==> config.mk <==
export PLATFORM = sky130hd
export DESIGN_NAME = bin_tape_loader
export DESIGN_NICKNAME = d
export VERILOG_FILES = /design/src/rtl/bin_tape_loader_pkg.sv /design/src/rtl/bin_frame_decoder.sv /design/src/rtl/bin_tape_loader.sv
export SDC_FILE = /design/constraint.sdc
export NUM_CORES = 1
export LEC_CHECK = 0
export ABC_AREA = 1
export ABC_CLOCK_PERIOD_IN_PS = 4250
export CAP_MARGIN = 20
export CORE_MARGIN = 5
export CORE_UTILIZATION = 30
export CTS_CLUSTER_SIZE = 40
export DETAILED_ROUTE_END_ITERATION = 6
export PLACE_DENSITY = 0.58
export SLEW_MARGIN = 20
export SYNTH_ARGS = -nofsm -noshare
export SYNTH_HDL_FRONTEND = slang
export SYNTH_SLANG_ARGS = --single-unit
==> constraint.sdc <==
create_clock -name clk -period 4.25 [get_ports clk]
set_input_delay 0.85 -clock clk [delete_from_list [all_inputs] [get_ports clk]]
set_output_delay 0.85 -clock clk [all_outputs]
set_load 0.05 [all_outputs]
==> src/rtl/bin_tape_loader_pkg.sv <==
// bin_tape_loader_pkg: shared loader state encoding and PAL BIN frame constants
package bin_tape_loader_pkg;
  typedef enum logic [2:0] {
    S_IDLE,
    S_LEADER,
    S_HIGH,
    S_LOW,
    S_WRITE,
    S_FINISH,
    S_DONE
  } loader_state_t;
  localparam logic [7:0] LEADER_FRAME = 8'o200;
  localparam logic [7:0] RUBOUT_FRAME = 8'o377;
  localparam logic [7:0] FIELD_MASK   = 8'o300;
  localparam int         ORIGIN_BIT   = 6;
endpackage

==> src/rtl/bin_frame_decoder.sv <==
// bin_frame_decoder: classifies one BIN tape frame (frame in; is_leader/is_origin/is_field/is_rubout/payload out)
module bin_frame_decoder
  import bin_tape_loader_pkg::*;
(
  input  logic [7:0] frame,
  output logic       is_leader,
  output logic       is_origin,
  output logic       is_field,
  output logic       is_rubout,
  output logic [5:0] payload
);
  assign is_rubout = frame == RUBOUT_FRAME;
  assign is_field  = !is_rubout && (frame & FIELD_MASK) == FIELD_MASK;
  assign is_leader = (frame & FIELD_MASK) == LEADER_FRAME;
  assign is_origin = !frame[7] && frame[ORIGIN_BIT];
  assign payload   = frame[5:0];
endmodule

==> src/rtl/bin_tape_loader.sv <==
// bin_tape_loader: BIN tape frames in, 12-bit memory writes out (start/in_*/mem_* handshakes, busy/load_done/checksum_ok/word_count/start_pc status)
module bin_tape_loader
  import bin_tape_loader_pkg::*;
#(
  parameter logic [11:0] DEFAULT_ORIGIN = 12'o0200,
  parameter logic [11:0] START_PC       = 12'o0200
) (
  input  logic        clk,
  input  logic        btnCpuReset,
  input  logic        start,
  input  logic        in_valid,
  input  logic [7:0]  in_frame,
  output logic        in_ready,
  output logic        mem_write_enable,
  output logic [11:0] mem_address,
  output logic [11:0] mem_write_data,
  input  logic        mem_finished,
  output logic        busy,
  output logic        load_done,
  output logic        checksum_ok,
  output logic [11:0] word_count,
  output logic [11:0] start_pc
);
  loader_state_t state, nxt;
  logic        is_leader, is_origin, is_field, is_rubout;
  logic [5:0]  payload;
  logic [6:0]  hi;
  logic [11:0] pend_word, addr, wdata, sum, wcnt;
  logic [7:0]  pend_fs;
  logic        pend_org, pend_valid, ok;
  logic        accept, useful, take, take_hi, take_lo, launch;
  bin_frame_decoder u_dec (
    .frame     (in_frame),
    .is_leader (is_leader),
    .is_origin (is_origin),
    .is_field  (is_field),
    .is_rubout (is_rubout),
    .payload   (payload)
  );
  assign in_ready = state == S_LEADER || state == S_HIGH || state == S_LOW;
  assign accept   = in_valid && in_ready;
  assign useful   = accept && !is_rubout && !is_field;
  assign take     = useful && !is_leader;
  assign take_hi  = take && (state == S_LEADER || state == S_HIGH);
  assign take_lo  = take && state == S_LOW;
  assign launch   = start && (state == S_IDLE || state == S_DONE);
  // The commit of the parked word happens on the edge that accepts the low
  // frame, so the write request appears in the very next cycle.
  always_comb begin
    nxt = state;
    unique case (state)
      S_IDLE, S_DONE: nxt = start ? S_LEADER : state;
      S_LEADER:       nxt = take ? S_LOW : state;
      S_HIGH:         nxt = useful ? (is_leader ? S_FINISH : S_LOW) : state;
      S_LOW:          nxt = useful ? (is_leader ? S_DONE : (pend_valid && !pend_org ? S_WRITE : S_HIGH)) : state;
      S_WRITE:        nxt = mem_finished ? S_HIGH : state;
      S_FINISH:       nxt = S_DONE;
      default:        nxt = S_IDLE;
    endcase
  end
  always_ff @(posedge clk or negedge btnCpuReset)
    if (!btnCpuReset) begin
      state      <= S_IDLE;
      hi         <= '0;
      pend_word  <= '0;
      pend_fs    <= '0;
      pend_org   <= 1'b0;
      pend_valid <= 1'b0;
      addr       <= DEFAULT_ORIGIN;
      wdata      <= '0;
      sum        <= '0;
      wcnt       <= '0;
      ok         <= 1'b0;
    end else begin
      state <= nxt;
      if (launch) begin
        addr       <= DEFAULT_ORIGIN;
        sum        <= '0;
        wcnt       <= '0;
        pend_valid <= 1'b0;
        ok         <= 1'b0;
      end
      if (take_hi) hi <= {is_origin, payload};
      if (take_lo) begin
        pend_word  <= {hi[5:0], payload};
        pend_org   <= hi[6];
        pend_fs    <= {1'b0, hi} + {1'b0, in_frame[6:0]};
        pend_valid <= 1'b1;
        if (pend_valid) begin
          sum <= sum + {4'b0, pend_fs};
          if (pend_org) addr <= pend_word;
          else begin
            wdata <= pend_word;
            wcnt  <= wcnt + 12'd1;
          end
        end
      end
      if (state == S_WRITE && mem_finished) addr <= addr + 12'd1;
      if (state == S_FINISH) ok <= pend_valid && pend_word == sum;
    end
  assign mem_write_enable = state == S_WRITE;
  assign mem_address      = mem_write_enable ? addr : '0;
  assign mem_write_data   = mem_write_enable ? wdata : '0;
  assign busy             = !(state == S_IDLE || state == S_DONE);
  assign load_done        = state == S_DONE;
  assign checksum_ok      = load_done && ok;
  assign word_count       = wcnt;
  assign start_pc         = load_done ? START_PC : '0;
endmodule
==> results.py, run 1 <==
metrics = {
    "status": {
        "outcome": "finished clean",
    },
    "clocking": {
        "cts_resized": 0,
        "cts_tree": "yes",
        "insertion_delay_ns": 0.35,
        "htreeDepth": 3,
        "cts_root_buffer": "clkbuf_16",
        "cts_buffers": 9,
        "clkTransAtPathRegs_ns": 0.06,
        "hold_buffers": 0,
        "cts_buffer_depth": 2,
        "cts.sinks": 81,
        "cts_setup_buffers": 0,
    },
    "sta": {
        "drv_slew": 0,
        "layout_setup_ws_ns": 1.10,
        "hold_violations": 0,
        "rsz0062_at_grt": "false",
        "setup_tns_ns": 0,
        "tightest_slew_ns": 0.811,
        "slew_headroom": 0.459,
        "max_freq_mhz": 318,
        "layout_min_cycle_time_ns": 3.15,
        "setup_viol": 0,
        "timing.hold.ws_ns": 0.502,
        "finalCritPeriodShare": 0.740,
        "skew_ns": 0.0106,
    },
    "setup_path": {
        "critPathKind": "flop to primary output",
        "rrSetupSlack_ns": 1.91,
        "critPathLaunchType": "flop",
        "end_kind": "primary output",
        "r2r_start": "state[0]$_DFFE_PN0P_",
        "r2r_end": "word_count[7]$_DFF_PN0_",
        "worstPathRequired_ns": 3.40,
        "crit_fanout": 26,
        "crit_arrival_ns": 2.30,
        "r2r.worst_path.cells": 9,
    },
    "hold_path": {
        "min_to": "pend_fs[7]$_DFFE_PN0N_",
        "worstHoldStart": "pend_fs[7]$_DFFE_PN0N_",
        "holdPathStages": 2,
        "min_path_type": "flop to flop",
    },
    "pwr": {
        "seq_power_share": 0.380,
        "irDropWorstVdd_mv": 0.258,
        "total_power_mw": 3.55,
        "power_switching_mw": 1.54,
        "p_sw_frac": 0.434,
        "pwr-share-clk": 0.223,
        "total_leakage_power_nw": 2.85,
        "power.density_mw_per_mm2": 599,
        "p_int_mw": 2.01,
        "power_frac_comb": 0.397,
    },
    "detailed_routing": {
        "viasPerCell": 4.54,
        "drtIter0Drc": 276,
        "ant_nets": 0,
        "drtPass1Iterations": 5,
        "wl_per_cell_microns": 13.1,
        "drc": 0,
        "vias": 4317,
        "routed_wirelength_mm": 12.5,
    },
    "finish": {
        "n_antenna_cell": 0,
        "layout-drive-gt1-share": 0.0507,
        "fin_cells": 950,
        "final_area_sq_mm": 0.00592,
        "final_cell_mix": "nand2_1 (183), inv_1 (84), dfrtp_1 (80)",
        "fin_util": 0.361,
        "syn_to_final_growth_pct": 19.4,
        "nNetsFinal": 757,
        "nFillCells": 1702,
        "final_common_cell": "nand2_1",
    },
    "synth": {
        "syn-cell-area_sq_mm": 0.00496,
        "async_flop_share": 1.00,
        "yosysWarnings": 0,
        "synth_edf_count": 0,
        "netlist_instances": 681,
        "yosysSeqAreaShare": 0.409,
        "synth_cell_types": 39,
        "synth_seq_cells": 81,
        "synth.avg_cell_area_sq_um": 7.28,
        "ys.flop_type": "dfrtp_1",
    },
    "floorplanning": {
        "dieArea_sq_mm": 0.0192,
        "die_width_microns": 139,
        "core_sq_mm": 0.0164,
        "num_rows": 47,
        "start_util": 0.302,
        "die_y_microns": 139,
        "io_pins": 66,
    },
    "placement": {
        "globalplace.congestion": 0.852,
        "hpwl_mm": 9.19,
        "portBuffers": 54,
        "dpl_cell_area_sq_mm": 0.00562,
        "dpl.cell_count": 934,
        "place_ws_ns": 1.24,
    },
    "global_routing": {
        "grt_pass1_vias": 3994,
        "grt-ovfl-total": 0,
        "grt_max_degree": 64,
        "grt_util_all_layers": 0.132,
        "antenna_found_initial": 0,
        "grt_pass1_wl_mm": 20.6,
    },
    "job": {
        "drv_cap": 0,
    },
}
worst max-delay path, cell delays in order, from the launching register on:
cell and delay, ns:
dfrtp_1 0.48, nor2_1 0.16, nand2_2 0.28, nor2_1 0.19
clkdlybuf4s50_1 0.82
power groups by stage:
stage / Sequential (mW) / Combinational, mW / Clock (mW)
floorplan: 1.25 / 1.11 / 0
global placement: 1.36 / 1.42 / 0
detailed placement: 1.36 / 1.41 / 0
CTS: 1.35 / 1.42 / 0.816
global route: 1.39 / 1.61 / 0.849
finish: 1.35 / 1.41 / 0.790
synth_stat cells, types with 2 or more instances:
cell type	number	area, sq um
a21oi_1	21	105
a31oi_1	4	25.0
and2_1	2	12.5
buf_1	2	7.51
buf_2	6	30.0
buf_4	18	135
buf_6	2	22.5
clkbuf_1	7	26.3
dfrtp_1	80	2000
fa_1	2	40.0
ha_1	17	213
inv_1	84	315
inv_2	3	11.3
nand2_1	183	687
nand2_2	2	12.5
nand3_1	55	275
nand3b_1	4	30.0
nand4_1	6	37.5
nor2_1	65	244
nor2_2	4	25.0
nor3_1	8	40.0
nor4_1	2	12.5
o21ai_0	60	300
o21ai_1	8	40.0
o21ai_2	2	17.5
o21bai_1	3	22.5
o22ai_1	4	25.0
o31ai_1	4	30.0
xor2_1	13	114
area by class of cell:
class                           count  area [sq um]  share of cell area
Clock buffer                        9           225              0.0380
Clock inverter                      7          76.3              0.0129
Inverter                           87           327              0.0551
Multi-Input combinational cell    488          2420               0.409
Sequential cell                    81          2030               0.342
Tap cell                          220           275              0.0465
Timing Repair Buffer               58           568              0.0959
flip-flops by register name, summed over array words and instances (netlist names):
register and cells:
pend_org 1, addr 12, word_count 12, sum 12, pend_word 12, state 3
hi 7, pend_valid 1, ok 1, pend_fs 8, wdata 12
cell families (layout without fill, tap and decap cells):
group,Yosys count,count (layout),synth area share
simple gates,335,335,0.285
buf+inv,122,161,0.110
compound gates,109,109,0.119
flops,81,81,0.409
fa+ha+maj,19,19,0.0509
xor+xnor,14,14,0.0247
other cells,1,11,0.000756
worst max-delay path by stage:
stage	from	end	slack [ns]	cells past startpoint
finish	state[0]$_DFFE_PN0P_	mem_write_data[9]	1.10	4
global route	state[0]$_DFFE_PN0P_	mem_write_data[10]	0.88	4
CTS	state[0]$_DFFE_PN0P_	mem_write_data[9]	1.06	4
detailed placement	in_valid	word_count[7]$_DFF_PN0_	1.24	8
global placement	in_valid	word_count[7]$_DFF_PN0_	1.30	8
floorplan	state[1]$_DFFE_PN0P_	busy	1.70	3
routing by layer:
layer / vias to the layer above / track usage / part of all wire
li1: 2252 / - / -
met1: 1967 / 0.186 / 0.49
met2: 84 / 0.197 / 0.45
met3: 14 / 0.0390 / 0.050
met4: 0 / 0.0390 / 0.014
met5: - / 0 / 0
Note: power is estimated with default switching activity, not from simulation.
==> run 2: changes to the inputs <==
--- a/config.mk
+++ b/config.mk
@@ -6,7 +6,7 @@
 export NUM_CORES = 1
 export LEC_CHECK = 0
 export ABC_AREA = 1
-export ABC_CLOCK_PERIOD_IN_PS = 4250
+export ABC_CLOCK_PERIOD_IN_PS = 3100
 export CAP_MARGIN = 20
 export CORE_MARGIN = 5
 export CORE_UTILIZATION = 30
==> constraint.sdc (replaced) <==
create_clock -name clk -period 3.1 [get_ports clk]
set_input_delay 0.62 -clock clk [delete_from_list [all_inputs] [get_ports clk]]
set_output_delay 0.62 -clock clk [all_outputs]
set_load 0.05 [all_outputs]
==> results.py, run 2 (synthesized netlist as in run 1, its figures left out) <==
metrics = {
    "status": {
        "outcome": "finished clean",
    },
    "clocking": {
        "cts_buffer_depth": 2,
        "cts_setup_buffers": 0,
        "cts_resized": 0,
        "insertion_delay_ns": 0.34,
        "clkTransAtPathRegs_ns": 0.06,
        "cts_buffers": 9,
        "hold_buffers": 0,
        "cts_tree": "yes",
        "cts.sinks": 81,
        "htreeDepth": 3,
        "cts_root_buffer": "clkbuf_16",
    },
    "detailed_routing": {
        "routed_wirelength_mm": 12.6,
        "drc": 0,
        "vias": 4354,
        "wl_per_cell_microns": 13.2,
        "drtIter0Drc": 266,
        "drtPass1Iterations": 4,
        "viasPerCell": 4.57,
        "ant_nets": 0,
    },
    "floorplanning": {
        "core_sq_mm": 0.0164,
        "die_width_microns": 139,
        "num_rows": 47,
        "die_y_microns": 139,
        "start_util": 0.302,
        "io_pins": 66,
        "dieArea_sq_mm": 0.0192,
    },
    "sta": {
        "hold_violations": 0,
        "drv_slew": 0,
        "skew_ns": 0.00759,
        "layout_min_cycle_time_ns": 2.88,
        "setup_viol": 0,
        "setup_tns_ns": 0,
        "rsz0062_at_grt": "false",
        "slew_headroom": 0.647,
        "max_freq_mhz": 347,
        "tightest_slew_ns": 0.525,
        "finalCritPeriodShare": 0.929,
    },
    "setup_path": {
        "critPathKind": "flop to primary output",
        "end_kind": "primary output",
        "max_stage_delay_ns": 0.82,
        "crit_fanout": 26,
        "worstPathRequired_ns": 2.48,
        "critPathLaunchType": "flop",
        "crit_arrival_ns": 2.26,
        "crit_slowest_cell": "clkdlybuf4s50_1",
        "cpMostUsedCell": "nor2_1",
        "cp_cell_sequence": "nor2_1, nand2_2, nor2_1, clkdlybuf4s50_1",
    },
    "finish": {
        "syn_to_final_growth_pct": 20.6,
        "layout-drive-gt1-share": 0.0505,
        "final_cell_mix": "nand2_1 (183), inv_1 (84), dfrtp_1 (80)",
        "final_common_cell": "nand2_1",
        "nFillCells": 1758,
        "final_area_sq_mm": 0.00598,
        "n_antenna_cell": 0,
        "nNetsFinal": 759,
        "fin_util": 0.365,
    },
    "placement": {
        "globalplace.congestion": 0.839,
        "portBuffers": 54,
        "dpl_cell_area_sq_mm": 0.00565,
        "hpwl_mm": 9.09,
    },
    "hold_path": {
        "min_path_type": "primary input to async pin",
    },
    "global_routing": {
        "met2_usage": 0.208,
        "grt_util_met3": 0.0259,
        "grt_pass1_vias": 4155,
        "grt_pass1_wl_mm": 21.2,
        "gr-usage-met1": 0.192,
        "grt-busiest-layer": "met2",
        "grt_util_all_layers": 0.135,
        "antenna_found_initial": 0,
        "grt-ovfl-total": 0,
        "grt_max_degree": 82,
    },
    "pwr": {
        "total_leakage_power_nw": 2.88,
        "irDropWorstVdd_mv": 0.321,
        "power.density_mw_per_mm2": 833,
    },
    "job": {
        "drv_cap": 0,
    },
}
## run 2: final cells by class
type	instances	area [sq um]	share of cell area
inverter	87	327	0.0546
clock inverter	2	60.1	0.0100
timing repair buffer	60	596	0.0996
sequential	81	2030	0.339
multi-input combinational	488	2420	0.405
clock buffer	14	274	0.0458
tap	220	275	0.0460
## run 2: per-stage QoR
stage | std cells | hold WS, ns | power [mW] | worst slack (ns)
after CTS | 952 | 0.331 | 5.03 | 0.181
after floorplan | 691 | 0.324 | 3.23 | 0.775
after global placement | 936 | 0.473 | 3.79 | 0.586
final | 952 | 0.287 | 4.98 | 0.221
after global routing | 952 | 0.350 | 5.40 | 0.0548
after detailed placement | 936 | 0.476 | 3.81 | 0.546
## run 2: routing by layer
metal  vias up  share of wire  routed length [microns]
li1       2260              -                        -
met1      2000           0.49                     6180
met2        83           0.45                     5660
met3        11          0.048                      599
met4         0         0.0093                      117
met5         -              0                        0
## run 2: where the power goes
| part | internal [mW] | switching [mW] | total, mW |
|---|---|---|---|
| clock network | 0.773 | 0.427 | 1.20 |
| registers | 1.43 | 0.406 | 1.84 |
| logic | 0.695 | 1.25 | 1.94 |
## run 2: worst max-delay path: cells and delay by family, from the launching register on
family	cells	cell delay [ns]
buffers and inverters	1	0.82
AND/OR/NAND/NOR	3	0.63
flip-flops	1	0.46
## run 2: final timing paths
path                                         from                       to  slack [ns]  cells past startpoint
setup / recovery             state[0]$_DFFE_PN0P_        mem_write_data[9]        0.22                      4
hold / removal                        btnCpuReset  word_count[3]$_DFF_PN0_        0.29                      2
setup reg to reg                 sum[0]$_DFF_PN0_         sum[8]$_DFF_PN0_        0.99                      9
hold reg to reg            pend_fs[5]$_DFFE_PN0N_   pend_fs[5]$_DFFE_PN0N_        0.49                      2
max in group asynchronous             btnCpuReset   pend_fs[1]$_DFFE_PN0N_        2.42                      2
min in group clk           pend_fs[5]$_DFFE_PN0N_   pend_fs[5]$_DFFE_PN0N_        0.49                      2
